File: src/rtl/ysyx_041461_lsu_axi_master.sv
// LSU-to-AXI4 bridge: turns one load/store request into a single-beat AXI4
// transaction. Store data/strobes and load data are lane-aligned here.
// Only one transaction is in flight at a time.
module ysyx_041461_lsu_axi_master #(
  parameter logic [3:0] AXI_ID = 4'd1
) (
  input  logic        clk,
  input  logic        rst,
  input  logic        req_valid,
  output logic        req_ready,
  input  logic        req_wen,
  input  logic [31:0] req_addr,
  input  logic [2:0]  req_size,
  input  logic [63:0] req_wdata,
  output logic        resp_valid,
  output logic [63:0] resp_rdata,
  output logic        resp_err,
  output logic        awvalid,
  input  logic        awready,
  output logic [3:0]  awid,
  output logic [31:0] awaddr,
  output logic [7:0]  awlen,
  output logic [2:0]  awsize,
  output logic [1:0]  awburst,
  output logic        wvalid,
  input  logic        wready,
  output logic [63:0] wdata,
  output logic [7:0]  wstrb,
  output logic        wlast,
  input  logic        bvalid,
  output logic        bready,
  input  logic [3:0]  bid,
  input  logic [1:0]  bresp,
  output logic        arvalid,
  input  logic        arready,
  output logic [3:0]  arid,
  output logic [31:0] araddr,
  output logic [7:0]  arlen,
  output logic [2:0]  arsize,
  output logic [1:0]  arburst,
  input  logic        rvalid,
  output logic        rready,
  input  logic [3:0]  rid,
  input  logic [1:0]  rresp,
  input  logic [63:0] rdata,
  input  logic        rlast
);

  typedef enum logic [2:0] {
    S_IDLE  = 3'd0,
    S_WADDR = 3'd1,
    S_WRESP = 3'd2,
    S_RADDR = 3'd3,
    S_RDATA = 3'd4,
    S_RESP  = 3'd5
  } state_e;

  // Offset must be a multiple of the access size; sizes above 8 bytes are illegal.
  function automatic logic misaligned(input logic [2:0] off, input logic [2:0] size);
    case (size)
      3'd0:    misaligned = 1'b0;
      3'd1:    misaligned = (off[0] != 1'b0);
      3'd2:    misaligned = (off[1:0] != 2'b00);
      3'd3:    misaligned = (off != 3'b000);
      default: misaligned = 1'b1;
    endcase
  endfunction

  // Byte-lane strobe for an access of 1<<size bytes starting at lane off.
  function automatic logic [7:0] strobe(input logic [2:0] off, input logic [2:0] size);
    logic [7:0] base;
    case (size)
      3'd0:    base = 8'h01;
      3'd1:    base = 8'h03;
      3'd2:    base = 8'h0F;
      3'd3:    base = 8'hFF;
      default: base = 8'h00;
    endcase
    strobe = base << off;
  endfunction

  // Right-justify the addressed bytes of a bus beat and zero the rest.
  function automatic logic [63:0] extract(input logic [63:0] data, input logic [2:0] off,
                                          input logic [2:0] size);
    logic [63:0] shifted;
    shifted = data >> {off, 3'b000};
    case (size)
      3'd0:    extract = {56'd0, shifted[7:0]};
      3'd1:    extract = {48'd0, shifted[15:0]};
      3'd2:    extract = {32'd0, shifted[31:0]};
      3'd3:    extract = shifted;
      default: extract = 64'd0;
    endcase
  endfunction

  state_e      state_q, state_d;
  logic [31:0] addr_q, addr_d;
  logic [2:0]  size_q, size_d;
  logic        wen_q, wen_d;
  logic [63:0] wdata_q, wdata_d;
  logic [7:0]  wstrb_q, wstrb_d;
  logic        aw_done_q, aw_done_d;
  logic        w_done_q, w_done_d;
  logic [63:0] rdata_q, rdata_d;
  logic        err_q, err_d;
  logic        resp_valid_q, resp_valid_d;
  logic [63:0] resp_rdata_q, resp_rdata_d;
  logic        resp_err_q, resp_err_d;
  logic        aw_hs_s, w_hs_s;

  assign aw_hs_s = awvalid & awready;
  assign w_hs_s  = wvalid & wready;

  // State and datapath registers with synchronous reset.
  always_ff @(posedge clk) begin
    if (rst) begin
      state_q      <= S_IDLE;
      addr_q       <= 32'd0;
      size_q       <= 3'd0;
      wen_q        <= 1'b0;
      wdata_q      <= 64'd0;
      wstrb_q      <= 8'd0;
      aw_done_q    <= 1'b0;
      w_done_q     <= 1'b0;
      rdata_q      <= 64'd0;
      err_q        <= 1'b0;
      resp_valid_q <= 1'b0;
      resp_rdata_q <= 64'd0;
      resp_err_q   <= 1'b0;
    end else begin
      state_q      <= state_d;
      addr_q       <= addr_d;
      size_q       <= size_d;
      wen_q        <= wen_d;
      wdata_q      <= wdata_d;
      wstrb_q      <= wstrb_d;
      aw_done_q    <= aw_done_d;
      w_done_q     <= w_done_d;
      rdata_q      <= rdata_d;
      err_q        <= err_d;
      resp_valid_q <= resp_valid_d;
      resp_rdata_q <= resp_rdata_d;
      resp_err_q   <= resp_err_d;
    end
  end

  // Next-state logic; illegal requests skip the bus and report an error.
  always_comb begin
    state_d = state_q;
    case (state_q)
      S_IDLE: begin
        if (!req_valid)                             state_d = S_IDLE;
        else if (misaligned(req_addr[2:0], req_size)) state_d = S_RESP;
        else if (req_wen)                           state_d = S_WADDR;
        else                                        state_d = S_RADDR;
      end
      S_WADDR: begin
        if ((aw_done_q || aw_hs_s) && (w_done_q || w_hs_s)) state_d = S_WRESP;
        else                                                  state_d = S_WADDR;
      end
      S_WRESP: begin
        if (bvalid) state_d = S_RESP;
        else        state_d = S_WRESP;
      end
      S_RADDR: begin
        if (arready) state_d = S_RDATA;
        else         state_d = S_RADDR;
      end
      S_RDATA: begin
        if (rvalid) state_d = S_RESP;
        else        state_d = S_RDATA;
      end
      S_RESP:  state_d = S_IDLE;
      default: state_d = S_IDLE;
    endcase
  end

  // Datapath: latch the request, track handshakes, capture response/error.
  // resp_valid is registered off the RESP state, so it pulses the cycle after RESP.
  always_comb begin
    addr_d       = addr_q;
    size_d       = size_q;
    wen_d        = wen_q;
    wdata_d      = wdata_q;
    wstrb_d      = wstrb_q;
    aw_done_d    = aw_done_q;
    w_done_d     = w_done_q;
    rdata_d      = rdata_q;
    err_d        = err_q;
    resp_valid_d = (state_q == S_RESP);
    resp_rdata_d = resp_rdata_q;
    resp_err_d   = resp_err_q;
    case (state_q)
      S_IDLE: begin
        if (req_valid) begin
          addr_d    = req_addr;
          size_d    = req_size;
          wen_d     = req_wen;
          wdata_d   = req_wdata << {req_addr[2:0], 3'b000};
          wstrb_d   = strobe(req_addr[2:0], req_size);
          aw_done_d = 1'b0;
          w_done_d  = 1'b0;
          rdata_d   = 64'd0;
          err_d     = misaligned(req_addr[2:0], req_size);
        end else begin
          err_d = err_q;
        end
      end
      S_WADDR: begin
        aw_done_d = aw_done_q | aw_hs_s;
        w_done_d  = w_done_q | w_hs_s;
      end
      S_WRESP: begin
        if (bvalid) err_d = (bresp != 2'b00) || (bid != AXI_ID);
        else        err_d = err_q;
      end
      S_RDATA: begin
        if (rvalid) begin
          rdata_d = extract(rdata, addr_q[2:0], size_q);
          err_d   = (rresp != 2'b00) || (rid != AXI_ID) || !rlast;
        end else begin
          rdata_d = rdata_q;
        end
      end
      S_RESP: begin
        resp_rdata_d = wen_q ? 64'd0 : rdata_q;
        resp_err_d   = err_q;
      end
      default: begin
        err_d = err_q;
      end
    endcase
  end

  // Handshake outputs decoded from state and done flags only, never from ready.
  always_comb begin
    req_ready = 1'b0;
    awvalid   = 1'b0;
    wvalid    = 1'b0;
    bready    = 1'b0;
    arvalid   = 1'b0;
    rready    = 1'b0;
    case (state_q)
      S_IDLE:  req_ready = 1'b1;
      S_WADDR: begin
        awvalid = !aw_done_q;
        wvalid  = !w_done_q;
      end
      S_WRESP: bready  = 1'b1;
      S_RADDR: arvalid = 1'b1;
      S_RDATA: rready  = 1'b1;
      default: req_ready = 1'b0;
    endcase
  end

  assign awid       = AXI_ID;
  assign awaddr     = addr_q;
  assign awlen      = 8'd0;
  assign awsize     = size_q;
  assign awburst    = 2'b01;
  assign wdata      = wdata_q;
  assign wstrb      = wstrb_q;
  assign wlast      = wvalid;
  assign arid       = AXI_ID;
  assign araddr     = addr_q;
  assign arlen      = 8'd0;
  assign arsize     = size_q;
  assign arburst    = 2'b01;
  assign resp_valid = resp_valid_q;
  assign resp_rdata = resp_rdata_q;
  assign resp_err   = resp_err_q;

endmodule

File: config.mk
export PLATFORM = sky130hd
export DESIGN_NAME = ysyx_041461_lsu_axi_master
export DESIGN_NICKNAME = d
export VERILOG_FILES = /design/src/rtl/ysyx_041461_lsu_axi_master.sv
export SDC_FILE = /design/constraint.sdc
export NUM_CORES = 1
export LEC_CHECK = 0
export ABC_AREA = 1
export CELL_PAD_IN_SITES_DETAIL_PLACEMENT = 1
export CELL_PAD_IN_SITES_GLOBAL_PLACEMENT = 2
export CORE_MARGIN = 2
export CORE_UTILIZATION = 24
export DETAILED_ROUTE_END_ITERATION = 6
export PLACE_DENSITY_LB_ADDON = 0.1
export SYNTH_ARGS = -nofsm -noshare
export SYNTH_HDL_FRONTEND = slang
export SYNTH_SLANG_ARGS = --single-unit
File: constraint.sdc
create_clock -name clk -period 1.7 [get_ports clk]
set_input_delay 0.34 -clock clk [delete_from_list [all_inputs] [get_ports clk]]
set_output_delay 0.34 -clock clk [all_outputs]
set_load 0.01 [all_outputs]
==> run summary <==
Post-synthesis sequential area ratio -> 39.1%
Status -> finished, violations left
Routed vias/inst -> 4.70
TritonRoute pass-1 iters -> 5
CP Class -> register to primary output
Max frequency -> 556 MHz
Yosys reg bits -> 244
Post-route non-filler standard cell count -> 3049
Commonest cells in the synthesized netlist -> nand2_1, nand3_1, dfxtp_1
Fin nets -> 2529
Syn Area/Cell -> 6.50 um^2
Setup violators final -> 45
CTS tree -> yes
Share of layout cells above drive strength 1 -> 12.1%
Post-Route Utilization -> 37.3%
Initial antenna violation count -> 7
Top Ports -> 428
FF/Latch Area -> 0.00492 mm^2
Grt ovf -> 0
Dominant cell type by area after synthesis -> dfxtp_1
CTS H-tree depth -> 1
Cells after DPL -> 2965
Setup ws final -> -0.0974 ns
Worst-path clk slew -> 0.06 ns
CTS Root Cell -> clkbuf_16
Pwr/cell area -> 957 mW/mm^2
FFs w/ async S/R, synth -> 0%
Top FF cell, synth -> dfxtp_1
Port Buffers -> 399
Syn Inst Count -> 1923
Largest net degree at the start of global routing -> 96
Final Hold Viols -> 0
Total core area -> 0.0514 mm^2
Starting DRT DRC Count -> 644
Max Cap Viol -> 0
Synth area leaders -> dfxtp_1, nand2_1, nand3_1
Total power -> 0.0184 W
Leakage dissipation -> 8.93 nW
Overall Global Routing Usage -> 21.7%
Max Slew Vio Count -> 0
Setup TNS -> -1.10 ns
Initial Utilization -> 24.3%
Area Growth Syn to Fin -> 53.5%
Avg WL per Cell -> 20.1 um
Fillers -> 6411
Placed inst area -> 0.0178 mm^2
CP endpoint kind -> primary output
Fin crit share -> 106%
Area of the multi-input gates -> 0.00646 mm^2
Post-route ant nets -> 0
Worst VDD drop -> 0.000786 V
Design Area, Final -> 0.0192 mm^2
WL final -> 61300 um
Unrepaired setup endpoints after global routing -> yes
Worst EP required -> 1.36 ns
Post-synth EDFFs -> 0
Clock buffer count from CTS -> 31
Most frequent cell after synthesis -> nand2_1
Critical path launch point type -> register
Vias -> 14300
Final RePlAce weighted congestion -> 0.923
Worst Tran Pin Value -> 0.501 ns
Die area -> 0.0539 mm^2
Rows -> 83
CTS sink count -> 244
Die X -> 232 um
Drc violations -> 0
First-pass GRT wire length -> 90100 um
Post-DP HPWL -> 45200 um
Worst slew margin -> 66.3%
Ys Warns -> 0
Failing checks -> setup timing
Worst min path class -> input port to register
Min Clock Period, post-route -> 1.80 ns
Die Span Y -> 232 um
Crit Path Max Fanout -> 4
Worst-Skew Late Latency -> 0.60 ns
Clock Skew -> 0.0147 ns
Vias in the first global route -> 15000
CTS Buffer Depth -> 3
Area share of the largest cell type after synthesis -> 39.1%
Post-synth cell types -> 29
Mapped cell area -> 0.0125 mm^2
Crit path arrival time -> 1.46 ns
## routing by layer
metal | global-route usage (%) | up-vias | routed length, um
li1 | - | 7092 | -
met1 | 23.7 | 6901 | 23900
met2 | 41.9 | 256 | 32800
met3 | 4.96 | 76 | 3300
met4 | 5.17 | 8 | 1280
met5 | 0 | - | 48
## final timing paths
| check | start | end | slack (ns) | cells past startpoint |
|---|---|---|---|---|
| setup reg to reg | state_q[0] | wstrb[4] | -0.06 | 10 |
| hold reg to reg | resp_err | resp_err | 0.46 | 2 |
| hold / removal | req_addr[4] | araddr[4] | 0.31 | 3 |
| setup / recovery | state_q[0] | req_ready | -0.1 | 5 |
## state kept, by name, summed over array words and instances (netlist names), 3 cells and up
name and cells:
state_q 3, rdata_q 64, resp_rdata 64, wstrb 8, araddr 32, wdata 64, arsize 3
## stage by stage
step           setup slack (ns)  hold slack (ns)
3_5_place_dp             -0.426            0.444
2_1_floorplan             0.243            0.444
3_3_place_gp             -0.354            0.437
6_report                -0.0974            0.306
5_1_grt                  -0.167            0.295
4_1_cts                  -0.213            0.274
## cell families (layout without fill, tap and decap cells)
logic type / after synthesis / count (layout) / share of synthesized area [%]
AO/OA/AOI/OAI: 277 / 277 / 12.3
buffers and inverters: 292 / 708 / 11.1
flip-flops: 244 / 244 / 39.1
multiplexers: 1 / 1 / 0.0801
other: 2 / 31 / 0.0601
AND/OR/NAND/NOR: 1107 / 1108 / 37.3
## report_power, final
group | total [W] | internal, W | switching (W)
registers | 0.00618 | 0.00597 | 0.000212
clock network | 0.00706 | 0.00437 | 0.00269
logic | 0.00512 | 0.00214 | 0.00298
## worst max-delay path, cell delays in order (launching register included)
cell and delay (ns):
dfxtp_4 0.37, nor2_4 0.19, buf_6 0.13, nand2_4 0.04, inv_2 0.04, buf_6 0.10
## timing repair
action                                  CTS  global route
gates resized for setup                 287            45
endpoints found under the setup margin  237           106
hold buffers                              1             0
pin swaps                                 2             7
buffers inserted                          6            10
gates cloned                              2             7
hold endpoints to repair                  2             0
## final cells by class
class                           instances  share of cell area, %
Multi-Input combinational cell       1414                   33.6
Timing Repair Buffer                  569                   28.9
Sequential cell                       244                   25.6
Clock buffer                           47                   4.67
Tap cell                              680                   4.43
Inverter                               84                   1.77
Clock inverter                          8                  0.965
Antenna cell                            3                 0.0391
## cells in the final DEF (no fill, tap or decap), types with 6 or more instances in the layout
cell,Yosys,final
dlygate4sd2_1,0,198
buf_4,66,127
nor2_1,124,114
o21ai_1,0,7
buf_6,0,10
o21ai_0,106,99
a31oi_1,18,18
nand2_1,610,606
buf_12,0,29
nor3_1,18,16
a21oi_1,100,97
o31ai_1,8,8
a22oi_1,27,27
inv_2,9,8
nor2_4,3,6
dfxtp_1,244,233
o211ai_1,16,16
clkdlybuf4s50_1,0,182
conb_1,2,28
clkbuf_16,0,36
clkbuf_8,0,6
nor2_2,1,8
nand3_1,342,338
dfxtp_4,0,8
clkbuf_1,91,10
inv_1,75,70
Note: power is estimated with default switching activity, not from simulation.
==> variant (config.mk and constraints unchanged) <==
Reset style: asynchronous (`rst`), changed in one clocked block. Comments in the files are not updated.
--- a/src/rtl/ysyx_041461_lsu_axi_master.sv
+++ b/src/rtl/ysyx_041461_lsu_axi_master.sv
@@ -114,3 +114,3 @@
   // State and datapath registers with synchronous reset.
-  always_ff @(posedge clk) begin
+  always_ff @(posedge clk or posedge rst) begin
     if (rst) begin
Formal check against the unedited RTL: differs if rst is asserted again (counterexample within 4 cycles, from zero or initial values and one cycle with rst high); with rst held inactive, the same outputs for 4 cycles.
==> variant against the original RTL <==
The flow still finishes with violations (setup timing); worst hold slack lost 0.15 ns; setup slack lost 0.023 ns; clock skew grew 0.0081 ns; synthesized area grew 5.8%; sequential cell count is the same; design area grew 8.2%; routed wire length grew 0.30%; synthesized cell count shrank 5.5%.
Power is not compared: it rests on default switching activity, and its combinational part moved more than twofold at a synthesized area within 25%.
==> variant: results (changes against the original RTL) <==
Met1 Use GR = 25.8% (+2.1 points)
CLK BUF = 44 (-6.4%)
Plain + repair buffers = 568 (-0.18%)
Layout Skew = 0.0228 ns (+0.00812 ns)
Met2 routed WL = 30.4 mm (-7.2%)
Pin count of the biggest net entering global routing = 57 (-41%)
Predominant post-synthesis flop cell = dfrtp_1
Netlist cell types = 30 (+3.4%)
Synth top cells by count = nand2_1 (799), dfrtp_1 (244), nand3_1 (217), o21ai_0 (130), inv_1 (69)
Multi-Input Combinational = 1346 (-4.8%)
M1 wire length = 26.4 mm (+11%)
Signal arrival time at the worst endpoint = 1.48 ns (+0.02 ns)
Asr flop ratio synth = 100% (+100 points)
Status = finished with violations
Failing checks = setup timing
Synth Instances = 1818 (-5.5%)
FF/Latch Area = 0.00612 mm2 (+24%)
Reg2reg end = araddr[8]
Worst hold slack = 0.156 ns (-0.150 ns)
Hold Crit Start = req_addr[0]
First-pass GRT wire length = 88.0 mm (-2.3%)
Compound-Gate Fraction of Synth Area = 8.92% (-3.4 points)
Layout cells sized above 1 = 18.0% (+5.9 points)
Final worst slack = -0.120 ns (-0.0231 ns)
Final Setup Violations = 76 (+69%)
Met3 Routed Length = 3.43 mm (+4.0%)
Inverter count = 72 (-14%)
Die area = 0.0570 mm2 (+5.7%)
Area after DPL = 0.0186 mm2 (+4.1%)
Mux contribution to synthesized area = 0.606% (+0.53 points)
Vias per cell = 4.63 (-1.5%)
Antenna cells = 1 (-2)
Initial antenna violation count = 4 (-3)
Vias post-DR = 13835 (-3.5%)
Worst Tran Pin Value = 0.569 ns (+0.0683 ns)
## variant: what timing repair did
action,4_1_cts,5_1_grt
buffers inserted,11,10
resized for setup,283,245
cloned,0,19
pin swaps,7,76
setup endpoints to repair,249,122
hold endpoints to repair,0,0
## variant: cells by family (layout without fill, tap and decap cells)
kind of cell           count (synthesis)  in the layout
AO/OA/AOI/OAI                        201            201
AND/OR/NAND/NOR                     1109           1109
multiplexers                           8              8
other                                  2             29
buffers and inverters                254            694
flip-flops                           244            244
## variant: how the worst max path moves through the flow
stage | from | end | slack, ns
final | state_q[0] | wvalid | -0.12
after detailed placement | req_valid | rdata_q[15] | -0.19
after global routing | state_q[0] | wvalid | -0.18
after CTS | state_q[0] | wvalid | -0.21
after global placement | req_valid | rdata_q[13] | -0.15
after floorplan | rst | araddr[0] | -1.84
## variant: critical path, cell delays in order, from the launching register on
cell and delay [ns]:
dfrtp_1 0.38, inv_2 0.06, nor2_2 0.11, nand2_2 0.11, nor2_4 0.14, buf_6 0.12
